`src/rtl/regfile_read_arbiter.sv`:
```
// Round-robin arbiter/sequencer sharing one register-file read port between fetch bursts (req 0) and single reads (req 1).
// Accept->first beat valid in 2 cycles, one beat per 2 cycles; each beat is held until rsp_ready, which stalls the burst.
module regfile_read_arbiter #(
    parameter int ADDR_W = 10,
    parameter int DATA_W = 16
) (
    input  logic              clk,
    input  logic              reset,
    input  logic              r0_valid,
    input  logic [ADDR_W-1:0] r0_addr,
    input  logic [3:0]        r0_len,
    output logic              r0_ready,
    input  logic              r1_valid,
    input  logic [ADDR_W-1:0] r1_addr,
    output logic              r1_ready,
    output logic [ADDR_W-1:0] rf_addr,
    input  logic [DATA_W-1:0] rf_data,
    output logic              rsp_valid,
    output logic [DATA_W-1:0] rsp_data,
    output logic              rsp_id,
    output logic              rsp_last,
    input  logic              rsp_ready,
    output logic              busy
);

    typedef enum logic [1:0] {IDLE, READ, HOLD} state_t;

    state_t            state_q, state_d;
    logic              prio_q, prio_d;
    logic [ADDR_W-1:0] cur_addr_q, cur_addr_d;
    logic [3:0]        len_q, len_d;
    logic [3:0]        beat_cnt_q, beat_cnt_d;
    logic              id_q, id_d;
    logic              rsp_valid_q, rsp_valid_d;
    logic [DATA_W-1:0] rsp_data_q, rsp_data_d;
    logic              rsp_id_q, rsp_id_d;
    logic              rsp_last_q, rsp_last_d;
    logic              gnt0, gnt1;

    // On a tie prio picks the winner; otherwise whichever requester is valid.
    always_comb begin
        gnt1 = r1_valid && (!r0_valid || prio_q);
        gnt0 = r0_valid && !gnt1;
    end

    assign r0_ready  = (state_q == IDLE) && gnt0 && !reset;
    assign r1_ready  = (state_q == IDLE) && gnt1 && !reset;
    assign rf_addr   = cur_addr_q;
    assign rsp_valid = rsp_valid_q;
    assign rsp_data  = rsp_data_q;
    assign rsp_id    = rsp_id_q;
    assign rsp_last  = rsp_last_q;
    assign busy      = (state_q != IDLE);

    always_comb begin
        state_d     = state_q;
        prio_d      = prio_q;
        cur_addr_d  = cur_addr_q;
        len_d       = len_q;
        beat_cnt_d  = beat_cnt_q;
        id_d        = id_q;
        rsp_valid_d = rsp_valid_q;
        rsp_data_d  = rsp_data_q;
        rsp_id_d    = rsp_id_q;
        rsp_last_d  = rsp_last_q;
        case (state_q)
            IDLE: begin
                if (gnt0 || gnt1) begin
                    cur_addr_d = gnt1 ? r1_addr : r0_addr;
                    len_d      = gnt1 ? 4'd0 : r0_len;
                    id_d       = gnt1;
                    beat_cnt_d = 4'd0;
                    state_d    = READ;
                end
            end
            READ: begin
                rsp_data_d  = rf_data;
                rsp_valid_d = 1'b1;
                rsp_id_d    = id_q;
                rsp_last_d  = (beat_cnt_q == len_q);
                state_d     = HOLD;
            end
            HOLD: begin
                if (rsp_ready) begin
                    rsp_valid_d = 1'b0;
                    if (rsp_last_q) begin
                        prio_d  = ~id_q;
                        state_d = IDLE;
                    end else begin
                        // Address wraps naturally at 2^ADDR_W.
                        cur_addr_d = cur_addr_q + 1'b1;
                        beat_cnt_d = beat_cnt_q + 4'd1;
                        state_d    = READ;
                    end
                end
            end
            default: state_d = IDLE;
        endcase
    end

    always_ff @(posedge clk or posedge reset) begin
        if (reset) begin
            state_q     <= IDLE;
            prio_q      <= 1'b0;
            cur_addr_q  <= '0;
            len_q       <= '0;
            beat_cnt_q  <= '0;
            id_q        <= 1'b0;
            rsp_valid_q <= 1'b0;
            rsp_data_q  <= '0;
            rsp_id_q    <= 1'b0;
            rsp_last_q  <= 1'b0;
        end else begin
            state_q     <= state_d;
            prio_q      <= prio_d;
            cur_addr_q  <= cur_addr_d;
            len_q       <= len_d;
            beat_cnt_q  <= beat_cnt_d;
            id_q        <= id_d;
            rsp_valid_q <= rsp_valid_d;
            rsp_data_q  <= rsp_data_d;
            rsp_id_q    <= rsp_id_d;
            rsp_last_q  <= rsp_last_d;
        end
    end

endmodule

```
`config.mk`:
```
export PLATFORM = sky130hd
export DESIGN_NAME = regfile_read_arbiter
export DESIGN_NICKNAME = d
export VERILOG_FILES = /design/src/rtl/regfile_read_arbiter.sv
export SDC_FILE = /design/constraint.sdc
export NUM_CORES = 1
export LEC_CHECK = 0
export CAP_MARGIN = 20
export CORE_MARGIN = 3
export CORE_UTILIZATION = 50
export CTS_CLUSTER_DIAMETER = 100
export CTS_CLUSTER_SIZE = 25
export DETAILED_ROUTE_END_ITERATION = 6
export DONT_BUFFER_PORTS = 1
export MAX_ROUTING_LAYER = met4
export PLACE_DENSITY_LB_ADDON = 0.25
export SLEW_MARGIN = 5
export SYNTH_ARGS = -nofsm -noshare
export SYNTH_HDL_FRONTEND = slang
export SYNTH_SLANG_ARGS = --single-unit
```
`constraint.sdc`:
```
create_clock -name clk -period 1.95 [get_ports clk]
set_input_delay 0.39 -clock clk [delete_from_list [all_inputs] [get_ports clk]]
set_output_delay 0.39 -clock clk [all_outputs]
set_load 0.005 [all_outputs]
```
Yosys cells after proc, flatten, opt, wreduce, memory -nomap -nowiden
Cells that the tools add are included.
{"block": "classes", "addsub": 2, "n_eq_ne": 6, "n_shift": 0, "div_mod_pow": 0, "magnitude_cmp": 0, "bitwise": 1, "n_mux": 16, "n_mul": 0, "reduce_logical": 20}
{"cell": "two-way mux 10 bit", "count": 4}
{"cell": "case mux 10 bit (2 select lines)", "count": 1}
{"cell": "two-way mux 4 bit", "count": 4}
{"cell": "adder 10 x 1 -> 10 bit, second input constant", "count": 1}
{"cell": "case mux 4 bit (2 select lines)", "count": 1}
{"cell": "logical AND 1 bit", "count": 6}
{"cell": "case mux 2 bit (3 select lines)", "count": 1}
{"cell": "AND reduction 2 bit", "count": 3}
{"cell": "nonzero test 2 bit", "count": 3}
{"cell": "adder 4 x 1 -> 4 bit, second input constant", "count": 1}
{"cell": "== test 4 bit", "count": 1}
{"cell": "two-way mux 2 bit", "count": 2}
{"cell": "inequality test 2 bit, second input constant", "count": 2}
{"cell": "AND reduction 4 bit", "count": 1}
{"cell": "logical NOT 1 bit", "count": 3}
{"cell": "AND reduction 3 bit", "count": 1}
{"cell": "== test 2 x 1 -> 1 bit, second input constant", "count": 1}
{"cell": "== test 2 bit, second input constant", "count": 1}
{"cell": "logical NOT 2 bit", "count": 1}
{"cell": "logical OR 1 bit", "count": 2}
{"cell": "two-way mux 1 bit", "count": 2}
{"cell": "inequality test 2 x 1 -> 1 bit, second input constant", "count": 1}
{"cell": "case mux 1 bit (2 select lines)", "count": 1}
{"cell": "NOT 1 bit", "count": 1}
{"block": "word_totals", "ff_bits": 41, "wordCells": 55, "ramBits": 0, "latchBits": 0, "input_bits": 45, "out_inout_bits": 32, "romBits": 0, "n_memories": 0}

Logic depth before layout (Yosys ltp)
{"block": "depth", "ltp_word": 8, "depth_mapped": 6, "mapped_depth_nobuf": 6}

Worst setup path after synthesis
OpenSTA, ideal clock, no wires.
{"block": "synth_path", "path_kind": "input to output", "startpoint": "input port reset", "endpoint": "output port r0_ready", "stages": 2, "slack_ns": -0.045, "arrival_ns": 1.605, "path_buffers": 0, "required_time_ns": 1.560, "path_cell_list": "inv_1 > and4_1"}
{"block": "synth_via", "elab_chain_cells": 2}
{"item": "start, declared", "line_no": "8", "source": "input logic reset,"}
{"item": "logical NOT 1 bit (no line)"}
{"item": "logical AND 1 bit", "line_no": "46", "source": "assign r0_ready = (state_q == IDLE) && gnt0 && !reset;"}
{"item": "end, declared", "line_no": "12", "source": "output logic r0_ready,"}
Every way passes these cells.

Worst setup path in the final report
{"block": "layout_path", "startpoint": "register prio_q", "endpoint": "output port r0_ready"}
{"block": "layout_via", "elab_chain_cells": 6}
{"item": "start, declared", "line_no": "29", "source": "logic prio_q, prio_d;"}
{"item": "start signal, assigned", "line_no": "115", "source": "prio_q <= prio_d;"}
{"item": "logical OR 1 bit", "line_no": "42", "source": "gnt1 = r1_valid && (!r0_valid || prio_q);"}
{"item": "logical AND 1 bit", "line_no": "42"}
{"item": "logical NOT 1 bit", "line_no": "43", "source": "gnt0 = r0_valid && !gnt1;"}
{"item": "logical AND 1 bit", "line_no": "43"}
{"item": "logical AND 1 bit (2 in a row)", "line_no": "46"}
Every way passes these cells.

==> run metrics <==
status=complete, no violations; TNS Setup=0 ns; grt total ovfl=0; asr flop ratio synth=100%; path depth of the worst reg2reg path=5; synth cell count leaders=dfrtp_1 (41), mux2_2 (21), nand2_1 (14); Worst Path Buf+Inv=1; Pwr Density=about 1700 nW/um2; worst hold path class=in -> async; cts hold-fix bufs=0; pin count of the biggest net entering global routing=42; M1 WL=around 1.7 mm; Core Rows=22; top_reg_cell synth=dfrtp_1; Clock Skews=0.00450 ns; Reg-to-Reg Start=rf_addr[2]; Slew headroom=around two thirds; Placer Congestion=approximately 0.90; Net Sw Power=approximately 1.3 mW; largest cells by area after synthesis=dfrtp_1 (52%), mux2_2 (12%), a21oi_1 (3.0%); vias in the first global route=roughly 1,300; worst setup path startpoint=prio_q; Met3 Routed Length=294 um; Layout Area Growth over Synthesis=10.8%; number of synthesized flops with an enable pin=0; Starting Density=a little over half; CTS sink cnt=41; first-pass GRT wire length=slightly above 6 mm; syn avg cell area=between 10 and 15 um2; startpoint types=flop; CTS Buf Count=5; dominant cell type by area after synthesis=dfrtp_1; Sequential Power Share=between 40% and 50%; Boundary Pins=77; CORE AREA=roughly 3700 um2; Die Area=between 4000 and 5000 um2; Initial DRC Count=73; CP cell instances=o21ai_2, buf_4, and4_1; Die Span X=approximately 69 um; Mapped Cells=182; CP max stage delay=roughly 0.40 ns; final net count=approximately 240; share of post-route cells with drive strength above 1=about 23%; Final setup viols=0; First-pass DRT Iterations=4; critical path type=reg -> out; final HPWL from detailed placement=approximately 3 mm; htree depth=2; Clock Tree Root=clkbuf_8; VDD IR-drop max=0.675 mV; Worst-Margin Slew=a little over 0.5 ns; WP data arrival=~1.4 ns; r2r setup slk=between 0.3 and 0.4 ns; Worst Path Required=about 1.6 ns; # placed instances=around 230; Post-Syn Area=just under 2000 um2; part of the Yosys area used for sequential elements=approximately 52%; setup repair bufs after CTS=0; P_leak=approximately 0.95 nW; clock slew at reported path FFs=approximately 0.070 ns; critical path's slowest cell=dfrtp_1; Non-Filler Instances=roughly 240; CTS tree=yes; clk buf depth=2; combinational power share=around 36%; post-route ant nets=0; synthesis warning total=0; Tcrit/Tclk final=around 89%; vias per inst=~5.8; Routed WL=3.99 mm; Mapped Nets=roughly 230; Yosys top cell area share=about half; Ant. Diodes=0; Cell Int Power=around 2.3 mW; DR top layer=met4; crit path capture type=output port; clk_lat worst skew=~0.28 ns; cell family with most CP delay=flip-flops; max-cap viol count=0; Yosys cell types=38; met2 WL=1.94 mm; number of port buffers=0; post-synthesis register bit count=41; # DRC=0; crit-path max FO=15; sw frac=between 30 and 40%; final hold vios=0; r2r endpoint=rf_addr[9]; vias=~1,400; fin. max-slew vios=0; Max Fclk=slightly below 600 MHz; RSZ-0062 raised after global routing=false; clock power share=18.8%; Final Critical Period=1.74 ns; Die H=between 60 and 70 um; GRT Total Usage=17.7%; most common cell in the netlist=dfrtp_1; WL per Instance=between 15 and 20 um; initial antenna violation count=0
power by group through the flow:
stage | clock [mW] | combinational [mW] | sequential [mW]
after floorplan | 0 | 1.08 | 1.56
after global placement | 0 | 1.29 | 1.66
after detailed placement | 0 | 1.34 | 1.68
after CTS | 0.715 | 1.34 | 1.66
after global routing | 0.761 | 1.49 | 1.72
final | 0.691 | 1.33 | 1.66
cell type report:
class,count,area (um2)
Tap cell,48,60.1
Inverter,5,22.5
Timing Repair Buffer,9,67.6
Clock buffer,7,86.3
Sequential cell,41,1030
Fill cell,343,1560
Multi-Input combinational cell,128,896
Clock inverter,1,30.0
sequential cells by signal, summed over array words and instances, names as in the netlist:
| register | count |
|---|---|
| rsp_data | 16 |
| rf_addr | 10 |
| beat_cnt_q | 4 |
| len_q | 4 |
| state_q | 2 |
| id_q | 1 |
| prio_q | 1 |
| rsp_id | 1 |
| rsp_last | 1 |
| rsp_valid | 1 |
cells by family after synthesis:
family / synth area share, %
simple gates: 13.0
flops: 52.0
buf+inv: 3.04
fa+ha+maj: 1.27
mux: 14.5
xor+xnor: 2.66
compound gates: 13.6
worst max path at each step:
stage / endpoint / slack [ns] / cells after the start
floorplan: r0_ready / 0.18 / 2
global placement: rf_addr[9] / 0.41 / 5
detailed placement: rf_addr[9] / 0.35 / 5
CTS: r1_ready / 0.18 / 4
global route: r0_ready / 0.1 / 3
finish: r0_ready / 0.21 / 3
per-stage QoR:
step	util, %	setup WS, ns	hold WS [ns]	power [mW]	area (um2)
4_1_cts	58.3	0.177	0.138	3.72	2180
2_1_floorplan	-	0.184	0.378	2.63	1980
5_1_grt	58.5	0.0987	0.158	3.97	2190
6_report	58.5	0.214	0.128	3.68	2190
3_5_place_dp	55.2	0.352	0.454	3.02	2070
3_3_place_gp	55.2	0.411	0.437	2.95	2070
cell usage in the layout, fill, tap and decap left out, types with 3 or more instances in the layout:
| cell | synthesis | layout |
|---|---|---|
| nand2_1 | 14 | 14 |
| a22o_1 | 5 | 5 |
| nor3_1 | 6 | 5 |
| buf_4 | 2 | 9 |
| o21ai_0 | 5 | 5 |
| dfrtp_1 | 41 | 41 |
| mux2_2 | 21 | 21 |
| o21ai_1 | 7 | 7 |
| clkbuf_8 | 0 | 6 |
| a21oi_1 | 12 | 12 |
| xor2_1 | 6 | 6 |
| nand3_1 | 6 | 6 |
| mux2i_1 | 5 | 5 |
| nor2_1 | 12 | 12 |
| inv_1 | 4 | 3 |
repair_timing:
action                                  4_1_cts  5_1_grt
hold endpoints to repair                      0        0
gates resized for setup                       0        1
endpoints found under the setup margin        0        1
per-layer routing:
metal | GRT usage (%) | up-vias
met4 | 4.38 | 0
li1 | - | 670
met1 | 22.7 | 662
met2 | 27.3 | 54
met5 | - | -
met3 | 6.00 | 4
No activity file was read; power rests on OpenSTA's default activity.
